[src/rtl/vga_timing_pkg.sv]
// ---------------------------------------------------------------------------
// vga_timing_pkg
//   Shared VGA timing constants for the sync generator and the downstream
//   pixel generators: the default 640x480@60 geometry, the coordinate width,
//   and helpers that derive the line/frame totals from the porch and sync
//   widths.
// ---------------------------------------------------------------------------
package vga_timing_pkg;

  // Width of pixel_x / pixel_y everywhere in the video pipeline.
  localparam int COORD_W   = 10;
  localparam int MAX_TOTAL = 1 << COORD_W;

  // Default 640x480@60 geometry (25 MHz pixel clock from a 50 MHz board clock).
  localparam int DEF_CLK_DIV   = 2;
  localparam int DEF_H_DISPLAY = 640;
  localparam int DEF_H_FRONT   = 16;
  localparam int DEF_H_SYNC    = 96;
  localparam int DEF_H_BACK    = 48;
  localparam int DEF_V_DISPLAY = 480;
  localparam int DEF_V_FRONT   = 10;
  localparam int DEF_V_SYNC    = 2;
  localparam int DEF_V_BACK    = 33;

  // Pixels per line, including blanking.
  function automatic int h_total(input int disp, input int front,
                                 input int sync, input int back);
    return disp + front + sync + back;
  endfunction

  // Lines per frame, including blanking.
  function automatic int v_total(input int disp, input int front,
                                 input int sync, input int back);
    return disp + front + sync + back;
  endfunction

endpackage

[src/rtl/pixel_tick_div.sv]
// ---------------------------------------------------------------------------
// pixel_tick_div
//   Divides the system clock down to a one-clock pixel enable.
//   Ports:
//     clk     in   system clock
//     reset   in   asynchronous, active-high reset
//     p_tick  out  high for one clk every CLK_DIV clks (held high if CLK_DIV=1)
// ---------------------------------------------------------------------------
module pixel_tick_div #(
  parameter int CLK_DIV = 2
) (
  input  logic clk,
  input  logic reset,
  output logic p_tick
);

  if (CLK_DIV < 1 || CLK_DIV > 16) begin : g_bad_div
    $error("pixel_tick_div: CLK_DIV must be in 1..16");
  end

  // A one-bit counter is kept for CLK_DIV=1 so the register never has zero width.
  localparam int CNT_W = (CLK_DIV > 1) ? $clog2(CLK_DIV) : 1;
  localparam logic [CNT_W-1:0] DIV_LAST = CNT_W'(CLK_DIV - 1);

  logic [CNT_W-1:0] div_q;
  logic [CNT_W-1:0] div_d;

  always_comb div_d = (div_q == DIV_LAST) ? '0 : div_q + 1'b1;

  always_ff @(posedge clk or posedge reset) begin
    // NOTE: non-blocking assignments in clocked blocks so every register samples pre-edge values.
    if (reset) div_q <= '0;
    else       div_q <= div_d;
  end

  // Straight compare of a register: no combinational input path, so no glitches.
  assign p_tick = (div_q == DIV_LAST);

endmodule

[src/rtl/vga_sync_gen.sv]
// ---------------------------------------------------------------------------
// vga_sync_gen
//   Free-running VGA timing generator: pixel enable, horizontal/vertical
//   counters and registered sync/blanking decodes.
//   Ports:
//     clk          in   system clock
//     reset        in   asynchronous, active-high reset
//     p_tick       out  pixel enable, one clk every CLK_DIV clks
//     pixel_x      out  current column, 0..H_TOTAL-1
//     pixel_y      out  current line, 0..V_TOTAL-1
//     video_on     out  1 inside the visible H_DISPLAY x V_DISPLAY area
//     hsync        out  active-low horizontal sync
//     vsync        out  active-low vertical sync
//     frame_start  out  one-clk pulse when the counters wrap to (0,0)
// ---------------------------------------------------------------------------
module vga_sync_gen
  import vga_timing_pkg::*;
#(
  parameter int CLK_DIV   = DEF_CLK_DIV,
  parameter int H_DISPLAY = DEF_H_DISPLAY,
  parameter int H_FRONT   = DEF_H_FRONT,
  parameter int H_SYNC    = DEF_H_SYNC,
  parameter int H_BACK    = DEF_H_BACK,
  parameter int V_DISPLAY = DEF_V_DISPLAY,
  parameter int V_FRONT   = DEF_V_FRONT,
  parameter int V_SYNC    = DEF_V_SYNC,
  parameter int V_BACK    = DEF_V_BACK
) (
  input  logic               clk,
  input  logic               reset,
  output logic               p_tick,
  output logic [COORD_W-1:0] pixel_x,
  output logic [COORD_W-1:0] pixel_y,
  output logic               video_on,
  output logic               hsync,
  output logic               vsync,
  output logic               frame_start
);

  localparam int H_TOTAL = h_total(H_DISPLAY, H_FRONT, H_SYNC, H_BACK);
  localparam int V_TOTAL = v_total(V_DISPLAY, V_FRONT, V_SYNC, V_BACK);

  if (H_TOTAL > MAX_TOTAL || V_TOTAL > MAX_TOTAL) begin : g_bad_totals
    $error("vga_sync_gen: H_TOTAL and V_TOTAL must not exceed %0d", MAX_TOTAL);
  end

  localparam logic [COORD_W-1:0] H_LAST   = COORD_W'(H_TOTAL - 1);
  localparam logic [COORD_W-1:0] V_LAST   = COORD_W'(V_TOTAL - 1);
  localparam logic [COORD_W-1:0] H_VIS    = COORD_W'(H_DISPLAY);
  localparam logic [COORD_W-1:0] V_VIS    = COORD_W'(V_DISPLAY);
  localparam logic [COORD_W-1:0] HS_FIRST = COORD_W'(H_DISPLAY + H_FRONT);
  localparam logic [COORD_W-1:0] HS_LAST  = COORD_W'(H_DISPLAY + H_FRONT + H_SYNC - 1);
  localparam logic [COORD_W-1:0] VS_FIRST = COORD_W'(V_DISPLAY + V_FRONT);
  localparam logic [COORD_W-1:0] VS_LAST  = COORD_W'(V_DISPLAY + V_FRONT + V_SYNC - 1);

  logic [COORD_W-1:0] x_q, x_d;
  logic [COORD_W-1:0] y_q, y_d;
  logic               hsync_q, vsync_q, video_on_q, frame_start_q;
  logic               frame_wrap, hs_active, vs_active, visible;

  pixel_tick_div #(.CLK_DIV(CLK_DIV)) u_tick_div (
    .clk    (clk),
    .reset  (reset),
    .p_tick (p_tick)
  );

  // Counters only move on pixel-enable clocks; y steps when x wraps.
  always_comb begin
    // NOTE: hold values assigned first so every path drives x_d/y_d and no latch is inferred.
    x_d = x_q;
    y_d = y_q;
    if (p_tick) begin
      if (x_q != H_LAST) begin
        x_d = x_q + 1'b1;
      end else begin
        x_d = '0;
        y_d = (y_q == V_LAST) ? '0 : y_q + 1'b1;
      end
    end
  end

  assign frame_wrap = p_tick && (x_q == H_LAST) && (y_q == V_LAST);

  // Decoded from the next-state counters so the registered outputs change on
  // the same edge as pixel_x/pixel_y rather than one clock later.
  assign hs_active = (x_d >= HS_FIRST) && (x_d <= HS_LAST);
  assign vs_active = (y_d >= VS_FIRST) && (y_d <= VS_LAST);
  assign visible   = (x_d < H_VIS) && (y_d < V_VIS);

  always_ff @(posedge clk or posedge reset) begin
    if (reset) begin
      x_q           <= '0;
      y_q           <= '0;
      hsync_q       <= 1'b1;
      vsync_q       <= 1'b1;
      video_on_q    <= 1'b0;
      frame_start_q <= 1'b0;
    end else begin
      x_q           <= x_d;
      y_q           <= y_d;
      hsync_q       <= ~hs_active;
      vsync_q       <= ~vs_active;
      video_on_q    <= visible;
      frame_start_q <= frame_wrap;
    end
  end

  assign pixel_x     = x_q;
  assign pixel_y     = y_q;
  assign hsync       = hsync_q;
  assign vsync       = vsync_q;
  assign video_on    = video_on_q;
  assign frame_start = frame_start_q;

endmodule
[config.mk]
export PLATFORM = sky130hd
export DESIGN_NAME = vga_sync_gen
export DESIGN_NICKNAME = d
export VERILOG_FILES = /design/src/rtl/vga_timing_pkg.sv /design/src/rtl/pixel_tick_div.sv /design/src/rtl/vga_sync_gen.sv
export SDC_FILE = /design/constraint.sdc
export NUM_CORES = 1
export LEC_CHECK = 0
export ABC_AREA = 1
export CAP_MARGIN = 0
export CORE_ASPECT_RATIO = 1.75
export CORE_MARGIN = 2
export CORE_UTILIZATION = 30
export DETAILED_ROUTE_END_ITERATION = 8
export HOLD_SLACK_MARGIN = 0.1
export PLACE_DENSITY = 0.52
export RECOVER_POWER = 25
export SYNTH_ARGS = -nofsm -noshare
export SYNTH_HDL_FRONTEND = slang
export SYNTH_SLANG_ARGS = --single-unit
export TNS_END_PERCENT = 1
[constraint.sdc]
create_clock -name clk -period 2.18 [get_ports clk]
set_input_delay 0.436 -clock clk [delete_from_list [all_inputs] [get_ports clk]]
set_output_delay 0.436 -clock clk [all_outputs]
set_load 0.02 [all_outputs]
==> run summary <==
The synthesized netlist devotes 4.00% of its cell area to compound gates. The final-layout setup total negative slack came out at 0 ns. The worst-case IR drop observed on VDD is between 200 and 300 uV.

In this run the standard cell core region covers between 4000 and 5000 sq um. The synthesized area per cell came out at about 7.2 sq um. The share of synthesized registers carrying an async set or reset is 100%. The smallest setup slack after layout is between 0.2 and 0.3 ns. Clock-pin slew was measured on the worst setup and hold paths at 0.09 ns. In the final routing, the length of wire on met1 measures between 1000 and 1500 um.

The TritonCTS clock tree is done. The finished layout cell area came out at 1830 sq um. The synthesized design devotes to its leading area cell type between 30% and 40% of total area. CTS placed an instance of clkbuf_8 at the clock tree root.

The number of vias after detailed routing came out at between 1000 and 1500. Compared with the post-synthesis result, the final layout area differs by 24.7%. The global placer's final weighted congestion came out at a little under 0.9. After synthesis, the largest family of logic cells by area is simple AND/OR/NAND/NOR gates. In this run, synthesis inferred 0 flip-flops with an integrated enable. The met2 wire length is 2200 um.

The signal arrival time at the worst endpoint came out at 1.48 ns. The most used flip-flop cell after synthesis is dfrtp_1. Of the total synthesized cell area, the portion taken by full adders, half adders and majority gates is roughly 2.6%. STA classifies the critical path endpoint as a primary output. The power density over the cells is approximately 410 nW/um^2.

The headroom to the max-slew limit is under 10%. Counting I/O delays and the setup requirement, the final critical path takes around 1.9 ns. The total met3 wirelength after detailed routing is 135 um. The portion of the post-synthesis area used by sequential elements came out at a little over two fifths. In this run the post-CTS setup repair buffer count came out at 0. The critical path goes through clkdlybuf4s50_1. The total of buffers placed on input and output ports came out at 26. The count of inserted antenna diode cells is 0. The number of antenna violations at the first check in global routing was 0. The routed wirelength normalized by instance count is between 10 and 15 um. The final layout net count came out at between 200 and 250. Synthesis instantiated 26 different standard cells from the library. The critical-path maximum fanout is 8. The number of standard cells in the final layout excluding fillers came out at around 290. The simple-gate area share of the yosys netlist came out at between 30 and 40%. The combined global-route utilization of all metal layers is between 10% and 20%.

The final layout contains routed wiring with a total length of about 3900 um. The number of max-slew violations in the final report came out at 0. The detailed-router iteration count before antenna repair is 4.

Setup violations remaining at the end of the flow were counted as 0. The share of synthesized area spent on multiplexers came out at 0%. The overall die width is about 57 um.

The worst hold path belongs to the class flop to flop. The kind of launch point of the worst setup path is a flop. Data on the critical path is required at its endpoint by ~1.7 ns. The effective utilization at floorplan is 31.2%. The hold buffer count at CTS came out at 0. The number of max-capacitance violations reported came out at 0. The highest metal layer used by the detailed router is met4. The floorplan step defined a die boundary enclosing 5500 sq um. In this run the number of H-tree levels came out at 1. Setup repair after global routing left no endpoint under its margin. Cells fill 38.9% of the core in the end.

The final number of hold-violating endpoints came out at 0. The number of storage elements in the synthesis netlist is 25. The source-to-sink clock delay at the later pin of the worst-skew pair came out at roughly 0.27 ns. The number of buffers and inverters on the critical path is 1. Sorting the synthesized cells by area gives the leading types as dfrtp_1 (39%), nand2_1 (13%), inv_1 (10%), nand3_1 (8.2%), nor2_1 (6.6%). For this run, the slowest stage of the critical path takes between 0.6 and 0.7 ns. The gate count after technology mapping is just over 200. The HPWL after detailed placement is about 3100 um. Of all cell types, the one taking the most synthesized area is dfrtp_1. The combined area of all synthesized cells is between 1000 and 1500 sq um. The number of warnings issued by yosys is 0. The maximum number of pins on one net before global-route repair is 26.

The area after detailed placement came out at 1790 sq um. The xor and xnor fraction of the mapped netlist area is roughly 1.8%. Measured along the y axis, the die boundary spans slightly below 100 um.

The first global-routing pass estimated about 6600 um of wire. The start-to-end type of the worst setup path is flop to primary output. The leakage power of the design came out at approximately 0.93 nW. The fraction of layout cells with a size suffix above 1 came out at approximately 7.7%.

Overall power consumption after layout is estimated at approximately 0.75 mW. In this run the deepest clock path goes through 2 buffers. The library cell contributing the largest single delay on the critical path is clkdlybuf4s50_1. The number of gates resized after CTS was 0. The total grt overflow came out at 0. After detailed routing, the number of remaining DRC violations is 0. The worst slack on hold paths is between 0.6 and 0.7 ns. Counting the buffers created by CTS gives 3.

The highest clock rate came out at around 0.52 GHz. The violation count after the first detailed-route iteration came out at 25. The count of placed standard cells including taps came out at roughly 280. For the final database, setup skew stands at between 0.007 and 0.008 ns.

Grouping stages by cell kind, the critical path spends the most delay in buffers and inverters. The flow ran to the end, and the final reports show no timing, DRC or antenna violations. The worst-case setup slack after placement is 0.337 ns. The final clock period utilization by the worst path is about 88%. The top-level I/O count came out at 27. The synthesized netlist net count is 210.

The floorplan has 33 rows. The routed via count divided by cell count came out at roughly 4.8. The number of global-route vias before repair came out at 1398. For this design, the sink count on the clock tree is 25. The transition time of the tightest slew-check pin came out at ~1.4 ns. In this run the remaining antenna-violating nets after routing total 0.
-- sequential cells by signal, summed over array words and instances (netlist names) --
register,count
frame_start,1
hsync,1
pixel_x,10
pixel_y,10
u_tick_div.p_tick,1
video_on,1
vsync,1
-- Yosys cell counts, types with 2 or more instances --
master / n
dfrtp_1: 23
dfstp_2: 2
ha_1: 3
inv_1: 39
inv_2: 4
nand2_1: 51
nand2_2: 3
nand3_1: 24
nand4_1: 6
nor2_1: 26
o21ai_0: 8
xnor2_1: 2
-- power breakdown --
part | internal (mW) | leakage, nW | switching, mW | total [mW]
clock | 0.131 | 0.0228 | 0.145 | 0.275
sequential | 0.463 | 0.323 | 0 | 0.463
combinational | 0.00201 | 0.584 | 0.00929 | 0.0113
total | 0.596 | 0.929 | 0.154 | 0.750
-- area by class of cell --
class / count / area [sq um]
clock buffers: 4 / 45.0
multi-input cells: 134 / 657
inverters: 44 / 166
well taps: 52 / 65.1
flip-flops and latches: 25 / 628
fillers: 514 / 2870
repair buffers: 28 / 272
-- layout by cell type, fill, tap and decap left out --
cell type / instances
inv_2: 4
dfstp_2: 2
o21ai_0: 8
ha_1: 3
nand2_1: 51
clkinv_2: 1
nor2_2: 1
nand2_2: 3
buf_4: 1
nand2b_1: 1
xnor2_1: 2
nor3_4: 1
nand3_4: 1
nor2_1: 26
a31oi_1: 1
clkdlybuf4s50_1: 26
nand4_1: 6
o21ai_1: 1
dfrtp_1: 23
a21boi_1: 1
clkbuf_1: 2
clkbuf_8: 3
inv_1: 39
nor2_4: 1
nand3_1: 24
nor3_1: 1
or2_0: 1
xor2_1: 1
-- final timing paths --
check	start	endpoint	slack, ns	cells after the start
worst max register to register	pixel_x[0]	video_on	0.32	11
worst min-delay path	pixel_x[4]	pixel_x[4]	0.62	1
worst max-delay path	u_tick_div.p_tick	p_tick	0.26	1
min in group asynchronous	reset	pixel_y[0]	0.92	3
worst min register to register	pixel_x[4]	pixel_x[4]	0.62	1
max in group asynchronous	reset	pixel_x[8]	0.45	3
-- layer usage --
metal | track usage (%) | vias up
met5 | 0 | -
met4 | 6.26 | 0
met3 | 1.87 | 10
met2 | 28.2 | 43
met1 | 16.4 | 627
li1 | - | 690
-- worst reg2reg max path, cell delays in order (launching register included) --
cell and delay (ns):
dfrtp_1 0.43, ha_1 0.24, nand2_1 0.07, nor2_1 0.26
nand2_1 0.10, nor2_1 0.13, inv_1 0.09, nand3_1 0.11
a21boi_1 0.08, nand2_1 0.11, nand2_1 0.07, nor2_1 0.10
-- cells by family after synthesis --
group                    after synthesis
XOR/XNOR                               3
buffers and inverters                 46
AND/OR/NAND/NOR                      117
AO/OA/AOI/OAI                         11
adder cells (fa/ha/maj)                3
flip-flops                            25
Power figures use the tool's default switching activity.
